## src/rtl/tag_memory_lru.sv

```systemverilog
// Set-associative tag store with true-LRU ages, valid/dirty tracking and a registered command port.
// Define TAGMEM_FLUSH_EN to build the dirty-line flush scanner; otherwise the flush port is inert.
module tag_memory_lru #(
    parameter int TAG_W   = 8,
    parameter int INDEX_W = 4,
    parameter int WAY_W   = 3
) (
    input  logic               clk,
    input  logic               rst,
    input  logic               look,
    input  logic               wr,
    input  logic               inval,
    input  logic [TAG_W-1:0]   tag_in,
    input  logic [INDEX_W-1:0] index,
    input  logic               mod_in,
    output logic               ready,
    output logic               resp_valid,
    output logic               hit,
    output logic [WAY_W-1:0]   chan,
    output logic               age_valid,
    output logic [WAY_W-1:0]   age_chan,
    output logic [TAG_W-1:0]   age_tag,
    output logic               age_mod,
    input  logic               flush_req,
    output logic               flush_busy,
    output logic               flush_valid,
    output logic [INDEX_W-1:0] flush_index,
    output logic [WAY_W-1:0]   flush_chan,
    output logic [TAG_W-1:0]   flush_tag
);

    localparam int SETS = 1 << INDEX_W;
    localparam int WAYS = 1 << WAY_W;
    localparam logic [WAY_W-1:0] LRU_AGE = WAY_W'(WAYS - 1);

    logic [TAG_W-1:0] tag_mem   [SETS][WAYS];
    logic             valid_mem [SETS][WAYS];
    logic             dirty_mem [SETS][WAYS];
    logic [WAY_W-1:0] age_mem   [SETS][WAYS];

    logic             do_wr;
    logic             do_look;
    logic             do_inval;
    logic             cmd_any;
    logic             hit_found;
    logic [WAY_W-1:0] hit_way;
    logic             inv_found;
    logic [WAY_W-1:0] inv_way;
    logic [WAY_W-1:0] lru_way;
    logic [WAY_W-1:0] victim_way;
    logic             do_touch;
    logic [WAY_W-1:0] touch_way;
    logic [WAY_W-1:0] touch_age;

    // Command priority: wr over look over inval; nothing is accepted while a flush holds ready low.
    assign do_wr    = ready & wr;
    assign do_look  = ready & look & ~wr;
    assign do_inval = ready & inval & ~wr & ~look;
    assign cmd_any  = do_wr | do_look | do_inval;

    always_comb begin
        // NOTE: every combinational output gets a default before the loop so no latch is inferred.
        hit_found = 1'b0;
        hit_way   = '0;
        inv_found = 1'b0;
        inv_way   = '0;
        lru_way   = '0;
        for (int w = 0; w < WAYS; w++) begin
            if (!hit_found && valid_mem[index][w] && (tag_mem[index][w] == tag_in)) begin
                hit_found = 1'b1;
                hit_way   = WAY_W'(w);
            end
            if (!inv_found && !valid_mem[index][w]) begin
                inv_found = 1'b1;
                inv_way   = WAY_W'(w);
            end
            if (age_mem[index][w] == LRU_AGE) begin
                lru_way = WAY_W'(w);
            end
        end
    end

    assign victim_way = inv_found ? inv_way : lru_way;
    assign do_touch   = do_wr | (do_look & hit_found);
    assign touch_way  = (do_wr && !hit_found) ? victim_way : hit_way;
    assign touch_age  = age_mem[index][touch_way];

`ifdef TAGMEM_FLUSH_EN
    localparam logic [0:0] ST_IDLE = 1'b0;
    localparam logic [0:0] ST_SCAN = 1'b1;

    logic [0:0]               flush_state;
    logic [INDEX_W+WAY_W-1:0] scan_ptr;
    logic [INDEX_W-1:0]       scan_set;
    logic [WAY_W-1:0]         scan_way;
    logic                     flush_start;

    assign scan_set    = scan_ptr[INDEX_W+WAY_W-1:WAY_W];
    assign scan_way    = scan_ptr[WAY_W-1:0];
    assign flush_start = ready & flush_req & ~cmd_any;
    assign ready       = (flush_state == ST_IDLE);
    assign flush_busy  = (flush_state == ST_SCAN);
`else
    logic unused_flush;

    assign unused_flush = flush_req;
    assign ready        = 1'b1;
    assign flush_busy   = 1'b0;
    assign flush_valid  = 1'b0;
    assign flush_index  = '0;
    assign flush_chan   = '0;
    assign flush_tag    = '0;
`endif

    always_ff @(posedge clk) begin
        if (rst) begin
            // NOTE: the line state lives in flops, so every entry is cleared by reset; a RAM macro could not be.
            for (int s = 0; s < SETS; s++) begin
                for (int w = 0; w < WAYS; w++) begin
                    tag_mem[s][w]   <= '0;
                    valid_mem[s][w] <= 1'b0;
                    dirty_mem[s][w] <= 1'b0;
                    age_mem[s][w]   <= WAY_W'(w);
                end
            end
            resp_valid <= 1'b0;
            hit        <= 1'b0;
            chan       <= '0;
            age_valid  <= 1'b0;
            age_chan   <= '0;
            age_tag    <= '0;
            age_mod    <= 1'b0;
`ifdef TAGMEM_FLUSH_EN
            flush_state <= ST_IDLE;
            scan_ptr    <= '0;
            flush_valid <= 1'b0;
            flush_index <= '0;
            flush_chan  <= '0;
            flush_tag   <= '0;
`endif
        end else begin
            // NOTE: sequential state uses non-blocking assignments so every read sees pre-edge values.
            resp_valid <= cmd_any;

            if (do_touch) begin
                for (int w = 0; w < WAYS; w++) begin
                    if (WAY_W'(w) == touch_way) begin
                        age_mem[index][w] <= '0;
                    end else if (age_mem[index][w] < touch_age) begin
                        age_mem[index][w] <= age_mem[index][w] + 1'b1;
                    end
                end
            end

            if (do_wr) begin
                if (hit_found) begin
                    dirty_mem[index][hit_way] <= dirty_mem[index][hit_way] | mod_in;
                    hit       <= 1'b1;
                    chan      <= hit_way;
                    age_valid <= 1'b0;
                end else begin
                    tag_mem[index][victim_way]   <= tag_in;
                    valid_mem[index][victim_way] <= 1'b1;
                    dirty_mem[index][victim_way] <= mod_in;
                    hit       <= 1'b0;
                    chan      <= victim_way;
                    age_valid <= valid_mem[index][victim_way];
                    if (valid_mem[index][victim_way]) begin
                        age_chan <= victim_way;
                        age_tag  <= tag_mem[index][victim_way];
                        age_mod  <= dirty_mem[index][victim_way];
                    end
                end
            end else if (do_look) begin
                if (hit_found) begin
                    dirty_mem[index][hit_way] <= dirty_mem[index][hit_way] | mod_in;
                end
                hit       <= hit_found;
                chan      <= hit_found ? hit_way : '0;
                age_valid <= 1'b0;
            end else if (do_inval) begin
                if (hit_found) begin
                    valid_mem[index][hit_way] <= 1'b0;
                    dirty_mem[index][hit_way] <= 1'b0;
                end
                hit       <= hit_found;
                chan      <= hit_found ? hit_way : '0;
                age_valid <= 1'b0;
            end

`ifdef TAGMEM_FLUSH_EN
            if (flush_state == ST_SCAN) begin
                flush_valid <= valid_mem[scan_set][scan_way] & dirty_mem[scan_set][scan_way];
                if (valid_mem[scan_set][scan_way] && dirty_mem[scan_set][scan_way]) begin
                    dirty_mem[scan_set][scan_way] <= 1'b0;
                    flush_index <= scan_set;
                    flush_chan  <= scan_way;
                    flush_tag   <= tag_mem[scan_set][scan_way];
                end
                if (scan_ptr == '1) begin
                    flush_state <= ST_IDLE;
                    scan_ptr    <= '0;
                end else begin
                    scan_ptr <= scan_ptr + 1'b1;
                end
            end else begin
                flush_valid <= 1'b0;
                if (flush_start) begin
                    flush_state <= ST_SCAN;
                    scan_ptr    <= '0;
                end
            end
`endif
        end
    end

endmodule
```

## config.mk

```make
export PLATFORM = sky130hd
export DESIGN_NAME = tag_memory_lru
export DESIGN_NICKNAME = d
export VERILOG_FILES = /design/src/rtl/tag_memory_lru.sv
export SDC_FILE = /design/constraint.sdc
export NUM_CORES = 2
export LEC_CHECK = 0
export CORE_MARGIN = 2
export CORE_UTILIZATION = 30
export CTS_CLUSTER_DIAMETER = 120
export DETAILED_ROUTE_END_ITERATION = 7
export PLACE_DENSITY = 0.56
export SYNTH_ARGS = -nofsm -noshare
export SYNTH_HDL_FRONTEND = slang
export SYNTH_SLANG_ARGS = --single-unit
```

## constraint.sdc

```tcl
create_clock -name clk -period 23.8 [get_ports clk]
set_input_delay 5.95 -clock clk [delete_from_list [all_inputs] [get_ports clk]]
set_output_delay 5.95 -clock clk [all_outputs]
set_load 0.02 [all_outputs]
```

# --- After elaboration in Yosys (flattened, before gate mapping) ---
# Memories as Yosys holds them, arrays and structs flattened.
# Cells that the tools add are included.
totals:
  mem_bits_rw: 1664
  inputBits: 19
  word_cells: 377
  out_inout_bits: 36
  memories: 4
  register_bits: 18
memory_table:
  columns: ["name", "depth", "word_bits", "rd", "rd_clocked_by_memory_dff", "wr", "line_no", "text"]
  rows:
  - ["tag_mem", 16, 64, 1, 0, 16, "36", "logic [TAG_W-1:0] tag_mem [SETS][WAYS];"]
  - ["age_mem", 16, 24, 1, 0, 16, "39", "logic [WAY_W-1:0] age_mem [SETS][WAYS];"]
  - ["dirty_mem", 16, 8, 1, 0, 16, "38", "logic dirty_mem [SETS][WAYS];"]
  - ["valid_mem", 16, 8, 1, 0, 16, "37", "logic valid_mem [SETS][WAYS];"]
classes:
  add_sub_neg: 8
  eq_ne: 22
  magnitude_cmp: 13
  n_bitwise: 54
  n_mux: 216
  reduce_logical: 53
ops:
  columns: ["cell", "n"]
  rows:
  - ["$mux W64", 3]
  - ["$mux W1", 153]
  - ["$mux W3", 33]
  - ["$mux W8", 12]
  - ["$eq A8 B8 Y1", 8]
  - ["$reduce_or A64 Y1", 1]
  - ["$or A1 B1 Y1", 44]
  - ["$logic_and A1 B1 Y1", 25]
  - ["$add A3 B1 Y3 const B", 8]
  - ["$bmux W8 S3", 1]
  - ["$demux W8 S3", 1]
  - ["$lt A3 B3 Y1", 8]
  - ["$mux W24", 1]
  - ["$reduce_or A24 Y1", 1]
  - ["$eq A3 B3 Y1 const B", 7]
  - ["$logic_not A1 Y1", 21]
  - ["$mux W4", 4]
  - ["$reduce_or A8 Y1", 2]
  - ["$eq A3 B3 Y1 const A", 4]
  - ["$ge A4 B4 Y1 const B", 3]
  - ["$not A3 Y4", 3]
  - ["$bmux W1 S3", 3]
  - ["$bmux W3 S3", 1]
  - ["$lt A4 B1 Y1 const B", 2]
  - ["9 further kinds", 17]

# --- Depth between registers and ports, before layout ---
# An unclocked memory read counts as a cell.
depth:
  depth_word: 48
  depth_mapped: 38
  depth_no_buf: 25

# --- Least setup slack after synthesis ---
# OpenSTA, ideal clock, no wires.
synth_path:
  path_type: "input port to flip-flop"
  from: "in index[0]"
  to: "mem age_mem[4][6] in the netlist's numbering, enable pin"
  setup_time_ns: 0.302
  stages: 34
  path_buffers: 17
  t_arrival_ns: 13.785
  required_time_ns: 23.498
  slack_ns: 9.713
  path_cell_list: "buf_6 -> buf_6 -> buf_6 -> buf_6 -> buf_6 -> buf_4 -> buf_4 -> buf_4 -> buf_4 -> buf_4 -> buf_4 -> buf_4 -> buf_4 -> buf_4 -> buf_2 -> mux4_2 -> mux4_2 -> ha_1 -> o21ai_0 -> nand3_1 -> a31oi_4 -> inv_2 -> a211oi_1 -> o31a_2 -> buf_4 -> mux2i_1 -> nand2_1 -> a31oi_1 -> ha_1 -> nand2_1 -> o21ba_2 -> o31ai_2 -> buf_2 -> o21a_1"
synth_lines:
  columns: ["element", "line_no", "text"]
  rows:
  - ["from (decl)", "14", "input logic [INDEX_W-1:0] index,"]
  - ["to (decl)", "39", null]

==> results by group <==
Clock tree
  – Post-CTS Setup Bufs: 0
  – # resized after CTS: 0
  – Num Clock Sinks: 1682
  – Hold buffers post-CTS: 0
  – CTS tree: built
  – Clock tree root buffer cell: clkbuf_16
  – Worst-Skew Late Latency: 0.85 ns
  – Clk slew on worst S/H paths: about 0.060 ns
  – CTS H-tree depth: 4
  – CTS max path bufs: 3
  – CTS Buf Count: 185

STA
  – Relative slew slack: between 10% and 20%
  – Fin. Hold Viols: 0
  – Min Tclk post-route: 14.33 ns
  – Slew @ Worst Pin: 1.32 ns
  – Hold Slack: 0.467 ns
  – Setup Viol. Count Final: 0
  – Final setup TNS: 0 ns
  – Crit share post-route: 60.2%
  – Fmax: between 60 and 70 MHz
  – RSZ-0062 raised after global routing: no
  – Clock Skews: 0.0485 ns
  – Final Max Slew Viols: 0

Synth
  – Seq cells post-synth: 1682
  – Synthesized area: 84400 sq um
  – Synth area leader: edfxtp_1
  – Top_reg_cell synth: edfxtp_1
  – Top post-synthesis cells by area: edfxtp_1, mux4_2, and3_1, mux2i_1, clkbuf_1
  – Yosys cell types: 106
  – Post-synthesis sequential area ratio: 59.7%
  – Ys Warns: 0
  – EDFF count, synth: 1664
  – Area share of the largest cell type after synthesis: 59.2%
  – Syn Area/Cell: 13.6 sq um
  – Async SR Flop Fraction: 0%
  – Synth Instances: 6219

Global route
  – GRT overflow: 0
  – Pin count of the biggest net entering global routing: 162
  – Initial antenna violation count: 15
  – Vias in the first global route: 53331
  – GRT Total Usage: 18.7%
  – First-pass GRT wire length: 392000 um

Detailed routing
  – DR WL/cell: 28.2 um
  – DRT iter0 DRCs: ~7400
  – Vias per cell: roughly 5.6
  – Vias: approximately 55000
  – Final wirelength: 274000 um
  – First-pass detailed-route iteration total: 6
  – DRC violations left: 0
  – ANT nets after route: 0

Pwr
  – Peak VDD IR: 0.0000686 V
  – Power Dens Cells: 74.0 nW/um^2
  – Sequential share of power: about half
  – Clock network power share: roughly two fifths
  – Leakage power: 34.0 nW
  – Switching Fraction: 25.6%
  – Logic pwr share: 10.7%
  – P_int: 0.00512 W
  – Switching pwr: 0.00177 W

Worst setup path
  – Crit path buf inv count: 4
  – Req. time, crit path: 24.36 ns
  – CP peak stage delay: 1.13 ns
  – Worst-path maximum fanout: 82
  – CP max stage cell: o21ai_1
  – Critical path type: in2reg
  – CP Launch Type: primary input
  – CP endpoint kind: flop
  – Critical path arrival: 14.89 ns
  – Most used cell, CP: buf_4
  – Ordered list of cells on the worst path: buf_8 > buf_4 > buf_4 > mux4_2 > mux2i_1 > mux2i_1 > xnor2_1 > o2111ai_1 > or4_1 > nand4_1 > nor2_1 > nand2_1 > nor3_1 > buf_4 > nand3_2 > o21ai_1 > a21o_1
  – Delay-heaviest family, CP: simple AND/OR/NAND/NOR gates

Placement
  – Final HPWL DP: between 150000 and 200000 um
  – RePlAce Congestion: 0.855
  – Placed Cells: 9385
  – IO Port Bufs: 35

Final layout
  – Area grow syn2layout: 10.4%
  – Share of cells above drive strength 1: a little under a fifth
  – Post-Layout Cell Count: 9726
  – Nets: 5891
  – Final core occ: 33.3%
  – Seq. cell area: approximately 50000 sq um
  – # fillers: roughly 27000
  – Multi-input gate area: 30800 sq um

Floorplan
  – DIE AREA: approximately 290000 sq um
  – Die width: around 530 um
  – Site row count: 194
  – Starting Density: 30.2%
  – Area of the core: 280000 sq um
  – Boundary Pins: 55
  – Die Ht: 534 um

Min path
  – Hold Path Class: reg2reg

Run
  – MaxCap Viol Count: 0

Run status
  – Status: complete, no violations
sequential cells by signal (all words and copies together) (netlist names):
signal	count
dirty_mem	128
resp_valid	1
tag_mem	1024
age_mod	1
age_tag	8
chan	3
hit	1
age_valid	1
age_mem	384
age_chan	3
valid_mem	128
area by class of cell:
cell class                      instances  area share, %
Inverter                               15         0.0712
Clock buffer                          244           5.31
Timing Repair Buffer                  196           1.72
Antenna cell                            4         0.0107
Sequential cell                      1682           54.0
Clock inverter                         92          0.803
Multi-Input combinational cell       3769           33.1
Tap cell                             3724           5.00
cells in the mapped netlist (9+ instances only):
cell type and number:
nand4_1 18, o21a_1 23, a21oi_1 59, ha_1 23, buf_4 62, xnor2_1 40, dfxtp_1 18, and2_1 174
nor2_1 500, nand3_1 34, buf_1 35, or2_2 137, o21ai_0 30, a21o_1 236, a22o_1 13, buf_2 76
o211ai_1 16, nor2_4 10, edfxtp_1 1664, buf_6 31, nand2_1 306, inv_1 11, o21bai_1 129, and3_1 684
mux4_2 418, nand2b_1 20, or3_1 9, mux2_2 38, xor2_1 19, a211oi_1 19, o311ai_0 33, o31ai_1 9
nor2b_1 14, nor3_1 293, a22oi_1 66, o22ai_1 19, mux2i_1 233, clkbuf_1 553, o21ai_1 11
worst min-delay path: stages, from the launching register on:
cell	delay [ns]
dfxtp_1	0.31
nand2_1	0.05
a21oi_1	0.06
layer usage:
| metal | wire length [um] | track usage, % |
|---|---|---|
| met1 | 113000 | 25.6 |
| met2 | 128000 | 30.1 |
| met3 | 23700 | 3.23 |
| met4 | 9500 | 6.26 |
| met5 | 186 | 0.333 |
worst paths after layout:
path,startpoint,endpoint,slack (ns),cells after the start
max,index[1],dirty_mem[15][6],9.47,17
max reg2reg,tag_mem[14][36],dirty_mem[15][6],16.26,14
min reg2reg,age_tag[4],age_tag[4],0.47,2
min,age_tag[4],age_tag[4],0.47,2
power by group through the flow:
| stage | Clock, W | Combinational [W] | Sequential [W] |
|---|---|---|---|
| 3_3_place_gp | 0 | 0.000720 | 0.00343 |
| 5_1_grt | 0.00291 | 0.000770 | 0.00338 |
| 2_1_floorplan | 0 | 0.000480 | 0.00342 |
| 3_5_place_dp | 0 | 0.000725 | 0.00344 |
| 4_1_cts | 0.00280 | 0.000728 | 0.00338 |
| 6_report | 0.00278 | 0.000737 | 0.00338 |
metrics by stage:
stage / power, W / area (sq um) / setup WS, ns
floorplan: 0.00390 / 84400 / 9.71
global placement: 0.00415 / 87400 / 8.79
detailed placement: 0.00416 / 87400 / 8.77
CTS: 0.00690 / 93100 / 9.63
global route: 0.00707 / 93100 / 9.18
finish: 0.00689 / 93100 / 9.47
layout by cell type (no fill, tap or decap), types with 29 or more instances in the layout:
master     Yosys  final
a21o_1       236    236
a21oi_1       59     59
a22oi_1       66     66
and2_1       174    173
and3_1       684    680
buf_4         62    164
clkbuf_1     553     53
clkbuf_16      0    188
clkinv_1       0     38
clkinv_2       0     29
edfxtp_1    1664   1664
mux2_2        38     38
mux2i_1      233    233
mux4_2       418    418
nand2_1      306    286
nand3_1       34     29
nor2_1       500    487
nor3_1       293    289
o21ai_0       30     30
o21bai_1     129    129
o311ai_0      33     33
or2_2        137    137
xnor2_1       40     40
kinds of logic (layout without fill, tap and decap cells):
family / count (synthesis) / after routing / share of synthesized area (%)
AND/OR/NAND/NOR: 2240 / 2240 / 13.9
XOR/XNOR: 59 / 59 / 0.613
AO/OA/AOI/OAI: 735 / 735 / 6.55
multiplexers: 693 / 693 / 14.5
buffers and inverters: 784 / 547 / 4.34
other: 2 / 22 / 0.00890
flip-flops: 1682 / 1682 / 59.7
adder cells (fa/ha/maj): 24 / 24 / 0.353
Power figures use the tool's default switching activity.
